`src/rtl/pwm_sine_pkg.sv`:
```
// Shared helpers for the multi-channel sine PWM: index width,
// elaboration-time sine table values and modular index add.
package pwm_sine_pkg;

  function automatic int idx_w(input int steps);
    return (steps > 1) ? $clog2(steps) : 1;
  endfunction

  function automatic real sin_r(input real x);
    real pi;
    real a;
    real term;
    real sum;
    pi = 3.14159265358979323846;
    a = x;
    while (a > pi) a = a - 2.0 * pi;
    while (a < -pi) a = a + 2.0 * pi;
    term = a;
    sum = a;
    for (int i = 1; i < 14; i++) begin
      term = -term * a * a / real'((2 * i) * (2 * i + 1));
      sum = sum + term;
    end
    return sum;
  endfunction

  // Round half up; the small bias keeps exact .5 ties stable.
  function automatic int sine_val(
    input int k,
    input int r,
    input int steps
  );
    real pi;
    real half;
    real v;
    pi = 3.14159265358979323846;
    half = real'(1 << (r - 1));
    v = half + (half - 1.0) *
        sin_r(2.0 * pi * real'(k) / real'(steps));
    return $rtoi(v + 0.5 + 1.0e-6);
  endfunction

  function automatic int wrap_add(
    input int a,
    input int b,
    input int m
  );
    int s;
    s = a + b;
    return (s >= m) ? s - m : s;
  endfunction

endpackage

```
`src/rtl/pwm_sine_chan.sv`:
```
// One PWM channel: offset index lookup, duty register, output flop.
// PWM_SINE_AMP_EN adds the amp input and scaled duty.
module pwm_sine_chan
  import pwm_sine_pkg::*;
#(
  parameter int R     = 6,
  parameter int STEPS = 36,
  parameter int IW    = idx_w(STEPS)
) (
  input  logic          clk,
  input  logic          rst,
  input  logic          en,
  input  logic          bnd,
  input  logic [R-1:0]  cnt,
  input  logic [IW-1:0] step_nxt,
  input  logic [IW-1:0] off,
`ifdef PWM_SINE_AMP_EN
  input  logic [R-1:0]  amp,
`endif
  output logic          pwm
);

  localparam int MID  = 1 << (R - 1);
  localparam int MAXV = (1 << R) - 1;

  logic [R-1:0]  tbl [STEPS];
  logic [IW-1:0] off_eff;
  logic [IW-1:0] idx;
  logic [R-1:0]  duty_d;
  logic [R-1:0]  duty_q;

  for (genvar k = 0; k < STEPS; k++) begin : g_tbl
    localparam int V = sine_val(k, R, STEPS);
    assign tbl[k] = R'(V);
  end

  assign off_eff = (int'(off) >= STEPS) ? '0 : off;
  assign idx = IW'(wrap_add(int'(step_nxt), int'(off_eff), STEPS));

`ifdef PWM_SINE_AMP_EN
  always_comb begin : p_amp
    int d;
    int p;
    int v;
    d = int'(tbl[idx]) - MID;
    p = (d * int'(amp)) >>> (R - 1);
    v = MID + p;
    duty_d = '0;
    if (v > MAXV) duty_d = '1;
    else if (v > 0) duty_d = R'(v);
  end
`else
  assign duty_d = tbl[idx];
`endif

  // Duty only changes on a period boundary so pulses never split.
  always_ff @(posedge clk or posedge rst) begin
    if (rst) begin
      duty_q <= '0;
      pwm    <= 1'b0;
    end else begin
      if (bnd) duty_q <= duty_d;
      pwm <= en & (cnt < duty_q);
    end
  end

endmodule

```
`src/rtl/pwm_sine_multich.sv`:
```
// Multi-channel sine PWM: shared counter and step sequencer.
// Optional amplitude scaling via macro PWM_SINE_AMP_EN.
module pwm_sine_multich
  import pwm_sine_pkg::*;
#(
  parameter int R     = 6,
  parameter int STEPS = 36,
  parameter int CH    = 3,
  parameter int DIV_W = 5,
  localparam int IW   = idx_w(STEPS)
) (
  input  logic             clk,
  input  logic             rst,
  input  logic             en,
  input  logic [DIV_W-1:0] div,
  input  logic [CH*IW-1:0] phase_off,
`ifdef PWM_SINE_AMP_EN
  input  logic [R-1:0]     amp,
`endif
  output logic [CH-1:0]    pwm_out,
  output logic [IW-1:0]    step_idx,
  output logic             cycle_done
);

  logic [R-1:0]     cnt;
  logic [DIV_W-1:0] n;
  logic [DIV_W:0]   n_inc;
  logic [DIV_W:0]   div_eff;
  logic             bnd;
  logic             adv;
  logic             wrap;
  logic [IW-1:0]    step_nxt;

  assign bnd     = en & (cnt == '1);
  assign div_eff = (div == '0) ? (DIV_W+1)'(1) : {1'b0, div};
  assign n_inc   = {1'b0, n} + (DIV_W+1)'(1);
  // >= rather than == so a lowered div advances immediately.
  assign adv     = bnd & (n_inc >= div_eff);
  assign wrap    = adv & (step_idx == IW'(STEPS - 1));
  assign step_nxt = adv
    ? IW'(wrap_add(int'(step_idx), 1, STEPS))
    : step_idx;

  always_ff @(posedge clk or posedge rst) begin
    if (rst) begin
      cnt        <= '0;
      n          <= '0;
      step_idx   <= '0;
      cycle_done <= 1'b0;
    end else begin
      cycle_done <= wrap;
      if (en) cnt <= cnt + R'(1);
      if (bnd) begin
        n        <= adv ? '0 : n + DIV_W'(1);
        step_idx <= step_nxt;
      end
    end
  end

  for (genvar c = 0; c < CH; c++) begin : g_ch
    pwm_sine_chan #(
      .R     (R),
      .STEPS (STEPS),
      .IW    (IW)
    ) u_chan (
      .clk      (clk),
      .rst      (rst),
      .en       (en),
      .bnd      (bnd),
      .cnt      (cnt),
      .step_nxt (step_nxt),
      .off      (phase_off[c*IW +: IW]),
`ifdef PWM_SINE_AMP_EN
      .amp      (amp),
`endif
      .pwm      (pwm_out[c])
    );
  end

endmodule

```
`config.mk`:
```
export PLATFORM = sky130hd
export DESIGN_NAME = pwm_sine_multich
export DESIGN_NICKNAME = d
export VERILOG_FILES = /design/src/rtl/pwm_sine_pkg.sv /design/src/rtl/pwm_sine_chan.sv /design/src/rtl/pwm_sine_multich.sv
export SDC_FILE = /design/constraint.sdc
export NUM_CORES = 1
export LEC_CHECK = 0
export BUFFER_PORTS_ARGS = -buffer_cell sky130_fd_sc_hd__buf_2
export CORE_MARGIN = 2
export CORE_UTILIZATION = 53
export DETAILED_ROUTE_END_ITERATION = 8
export GPL_ROUTABILITY_DRIVEN = 0
export GPL_TIMING_DRIVEN = 0
export HOLD_SLACK_MARGIN = 0.12
export PLACE_DENSITY = 0.77
export SLEW_MARGIN = 20
export SYNTH_ARGS = -nofsm -noshare
export SYNTH_HDL_FRONTEND = slang
export SYNTH_HIERARCHICAL = 1
export SYNTH_SLANG_ARGS = --single-unit
```
`constraint.sdc`:
```
create_clock -name clk -period 8 [get_ports clk]
set_input_delay 0.8 -clock clk [delete_from_list [all_inputs] [get_ports clk]]
set_output_delay 0.8 -clock clk [all_outputs]
set_load 0.01 [all_outputs]
```
==> results.txt <==
----------------------------------------------------
[STA]
  Finish-stage setup viols ... 0
  Final max-slew violation count ... 0
  Maximum clock frequency ... 158 MHz
  Clock Skews ... 7.69 ps
  Final TNS setup ... 0 ps
  Slew headroom ... 50.1%
  Post-layout minimum cycle time ... 6330 ps
  Slew @ Worst Pin ... 748 ps
  Final Hold Fails ... 0
  Post-route fraction of the period consumed by the critical path ... 79.1%
  Unrepaired setup endpoints after global routing ... no

[Floorplanning]
  Starting utilization of the core area ... 54.4%
  Area inside the core boundary ... 0.00973 sq mm
  Count of pins on the block boundary ... 36
  Num rows ... 36
  Die Outline Area ... 0.0108 sq mm
  X dimension of the die ... 104 um
  Y dimension of the die ... 104 um

[Drt]
  Count of antenna-violating nets left after detailed routing ... 0
  Vias per cell ... 6.21
  Total Wirelength ... 12.7 mm
  Number of violations reported at the end of detailed-routing iteration 0 ... 332
  DRC violations left ... 0
  Routed length per placed instance ... 15.9 um
  First-pass detailed-route iteration total ... 5
  Number of vias after detailed routing ... 4,944

[Global routing]
  Total global-route track usage ... 23.8%
  Largest net degree at the start of global routing ... 19
  Overflow left after global routing ... 0
  Global-route wire length before repair ... 22.2 mm
  Number of global-route vias before repair ... 4,790
  Initial antenna violation count ... 0

[Layout]
  Number of nets at the end of the flow ... 759
  Area of the multi-input gates ... 0.00394 sq mm
  Area delta synth->final ... 8.96%
  Footprint of the flip-flops and latches ... 976 sq um
  Final cell area excluding filler cells ... 0.00577 sq mm
  Number of antenna repair diodes ... 0
  Fill count ... 883
  Post-route insts no fill ... 796
  Ratio of cells with drive above 1 in the final layout ... 17.0%

[Place]
  Placed Instances ... 788
  Instance area after placement ... 0.00564 sq mm
  Quantity of I/O buffers inserted on ports ... 35
  HPWL after DPL ... 9.97 mm

[Logic synthesis]
  Cell types occupying the most area after synthesis ... sky130_fd_sc_hd__dfrtp_1 (18%), sky130_fd_sc_hd__ha_1 (16%), sky130_fd_sc_hd__inv_1 (4.1%)
  Async S/R FF share, synth ... 100%
  Number of enable flip-flop cells after synthesis ... 0
  Synth Instances ... 620
  Net count after synthesis ... 717
  Total number of yosys warnings ... 6
  Mean post-synth cell area ... 8.54 sq um
  Synth Cell Area ... 0.00530 sq mm
  Most area-hungry cell type in the Yosys netlist ... sky130_fd_sc_hd__dfrtp_1
  Share of the synthesized area in the top cell type ... 18.4%
  Sequential fraction of the synthesis area ... 18.4%
  Commonest register cell after synthesis ... sky130_fd_sc_hd__dfrtp_1
  Number of register bits inferred by synthesis ... 39
  Library cells used by synthesis ... 91
  Cell types with the highest counts after synthesis ... sky130_fd_sc_hd__ha_1 (68), sky130_fd_sc_hd__inv_1 (58), sky130_fd_sc_hd__nand2_1 (44), sky130_fd_sc_hd__dfrtp_1 (39)
  Count leader, synth ... sky130_fd_sc_hd__ha_1

[Setup path]
  Slack of the worst reg-to-reg path ... 1780 ps
  Kind of start point of the critical path ... input port
  Buffers plus inverters on the worst setup path ... 3
  Endpoint kind of the worst setup timing path ... flip-flop
  Crit path DAT ... 6480 ps
  Cell chain of the critical path ... buf_2 -> inv_1 -> a41o_1 -> ha_1 -> nand2b_1 -> a2111o_1 -> a31oi_1 -> nand2b_1 -> a311oi_4 -> xor2_1 -> ha_1 -> a211oi_2 -> nor2_2 -> xor2_1 -> inv_1 -> ha_1 -> and2_1 -> or2_1 -> or4_4 -> a32oi_2 -> o21ai_1 -> o22ai_1 -> o221ai_1
  Crit Path Max Fanout ... 8
  Critical Path RT ... 8150 ps
  Cell family contributing the most delay on the critical path ... compound AO/OA/AOI/OAI gates
  Standard cell with the maximum stage delay on the critical path ... sky130_fd_sc_hd__xor2_1
  Category of the critical setup timing path ... in -> reg
  Most numerous cell on the critical path ... sky130_fd_sc_hd__ha_1
  Delay contributed by the slowest stage of the critical path ... 480 ps

[Clock tree]
  Insertion delay of the later-clocked pin in the worst-skew pair ... 280 ps
  Number of buffers created by CTS ... 5
  Clock tree from TritonCTS ... built
  Clock tree sinks ... 39
  Number of cells upsized or downsized after cts ... 0
  Clock-pin slew of the registers on the worst-case setup and hold paths ... 80 ps
  Maximum count of clock buffers along a single path ... 2
  Post-CTS setup-driven buffer insertion count ... 0
  Clk Tree Root Cell ... sky130_fd_sc_hd__clkbuf_8
  H-Tree Level Count ... 2
  Number of hold buffers added after cts ... 0

[Pwr]
  Combinational cell fraction of total power ... 43.6%
  Proportion of power drawn by flip-flops and latches ... 34.2%
  Switching Fraction ... 36.9%
  Worst IR Drop VDD ... 81.6 uV
  PnR Total Power ... 0.866 mW
  Net switching component of the power ... 0.320 mW
  Power per cell area ... 150 mW/mm^2
  Internal power ... 0.546 mW
  Clock network fraction of total power ... 22.3%
  Leak Pwr ... 2.68 nW

[Worst hold path]
  Type of the worst min-delay path ... in -> async

[Flow run]
  Max-cap violations ... 0

[Run status]
  Run status ... complete, no violations

----------------------------------------------------
[cell usage in the layout (no fill, tap or decap), drive strengths merged, types with 4 or more instances in the layout]
cell type	netlist	final
ha	68	68
inv	61	61
buf	16	51
nand2	44	44
dfrtp	39	39
o21ai	39	39
nor2	39	39
a21oi	30	30
nand3	19	19
xnor2	16	16
o211ai	14	14
nand2b	13	13
nor2b	12	12
o22ai	12	12
and2	11	11
a31oi	11	11
a21o	11	11
xor2	9	9
a211o	8	8
mux2i	8	8
o221ai	8	8
clkbuf	2	8
o311ai	7	7
nor3	7	7
or2	7	7
a32o	6	6
a22o	6	6
o31ai	6	6
nor3b	5	5
o21a	5	5
o32a	5	5
a41o	4	4
nand4	4	4
a22oi	4	4
nor4b	4	4
mux2	4	4
a211oi	4	4
or3	4	4
nor4	4	4
[power groups by stage]
stage                     combinational [mW]  sequential [mW]  clock (mW)
after global routing                   0.433            0.302       0.206
after global placement                 0.347            0.295           0
after floorplan                        0.285            0.284           0
final                                  0.377            0.296       0.193
after CTS                              0.373            0.295       0.196
after detailed placement               0.372            0.298           0
[worst paths after layout]
check,cells past startpoint,endpoint,from
max in group asynchronous,2,cnt[5],rst
min reg2reg,2,g_ch[0].u_chan/duty_q[2],g_ch[0].u_chan/duty_q[2]
min,2,g_ch[0].u_chan/duty_q[2],rst
max reg2reg,21,g_ch[1].u_chan/duty_q[1],cnt[1]
min in group clk,2,g_ch[0].u_chan/duty_q[2],g_ch[0].u_chan/duty_q[2]
max,23,g_ch[1].u_chan/duty_q[1],div[3]
[cell type report]
class | instances | area share (%)
multi-input cells | 502 | 68.3
flip-flops and latches | 39 | 16.9
well taps | 133 | 2.88
clock inverters | 2 | 1.04
plain buffers | 18 | 2.49
clock buffers | 6 | 1.26
repair buffers | 35 | 3.04
inverters | 61 | 4.10
[worst register-to-register path, delay by kind of cell, from the launching register on]
family | cells | cell delay, ps
and+or+nand+nor | 7 | 1680
AOI/OAI and AO/OA | 6 | 1250
xor gates and xnor gates | 2 | 950
buffers and inverters | 3 | 900
adders and majority gates | 3 | 840
DFF | 1 | 490
[state kept, by name, summed over array words and instances (netlist names)]
| register | flops |
|---|---|
| n | 5 |
| cycle_done | 1 |
| step_idx | 6 |
| g_ch.u_chan/duty_q | 18 |
| g_ch.u_chan/pwm | 3 |
| cnt | 6 |
[cells by family (layout without fill, tap and decap cells)]
logic type      after synthesis  in the layout  synth area share [%]
xor+xnor                     25             25                  4.77
flops                        39             39                  18.4
fa+ha+maj                    71             71                  17.2
buf+inv                      79            122                  7.18
compound gates              209            209                  30.7
mux                          12             12                  2.36
simple gates                185            185                  19.4
[through the flow]
stage | hold slack (ps) | worst slack (ps) | utilization (%)
2_1_floorplan | 466 | 2540 | -
3_3_place_gp | 492 | 1640 | 57.9
3_5_place_dp | 496 | 1530 | 57.9
4_1_cts | 481 | 1770 | 59.3
5_1_grt | 501 | 1380 | 59.3
6_report | 480 | 1670 | 59.3
[layer usage]
metal	routed length, um	global-route usage (%)	vias up
met4	255	7.72	0
met1	5690	31.7	2370
met3	544	2.82	25
li1	-	-	2410
met2	6190	40.2	139
met5	0	0	-
(Power assumes the default switching activity.)
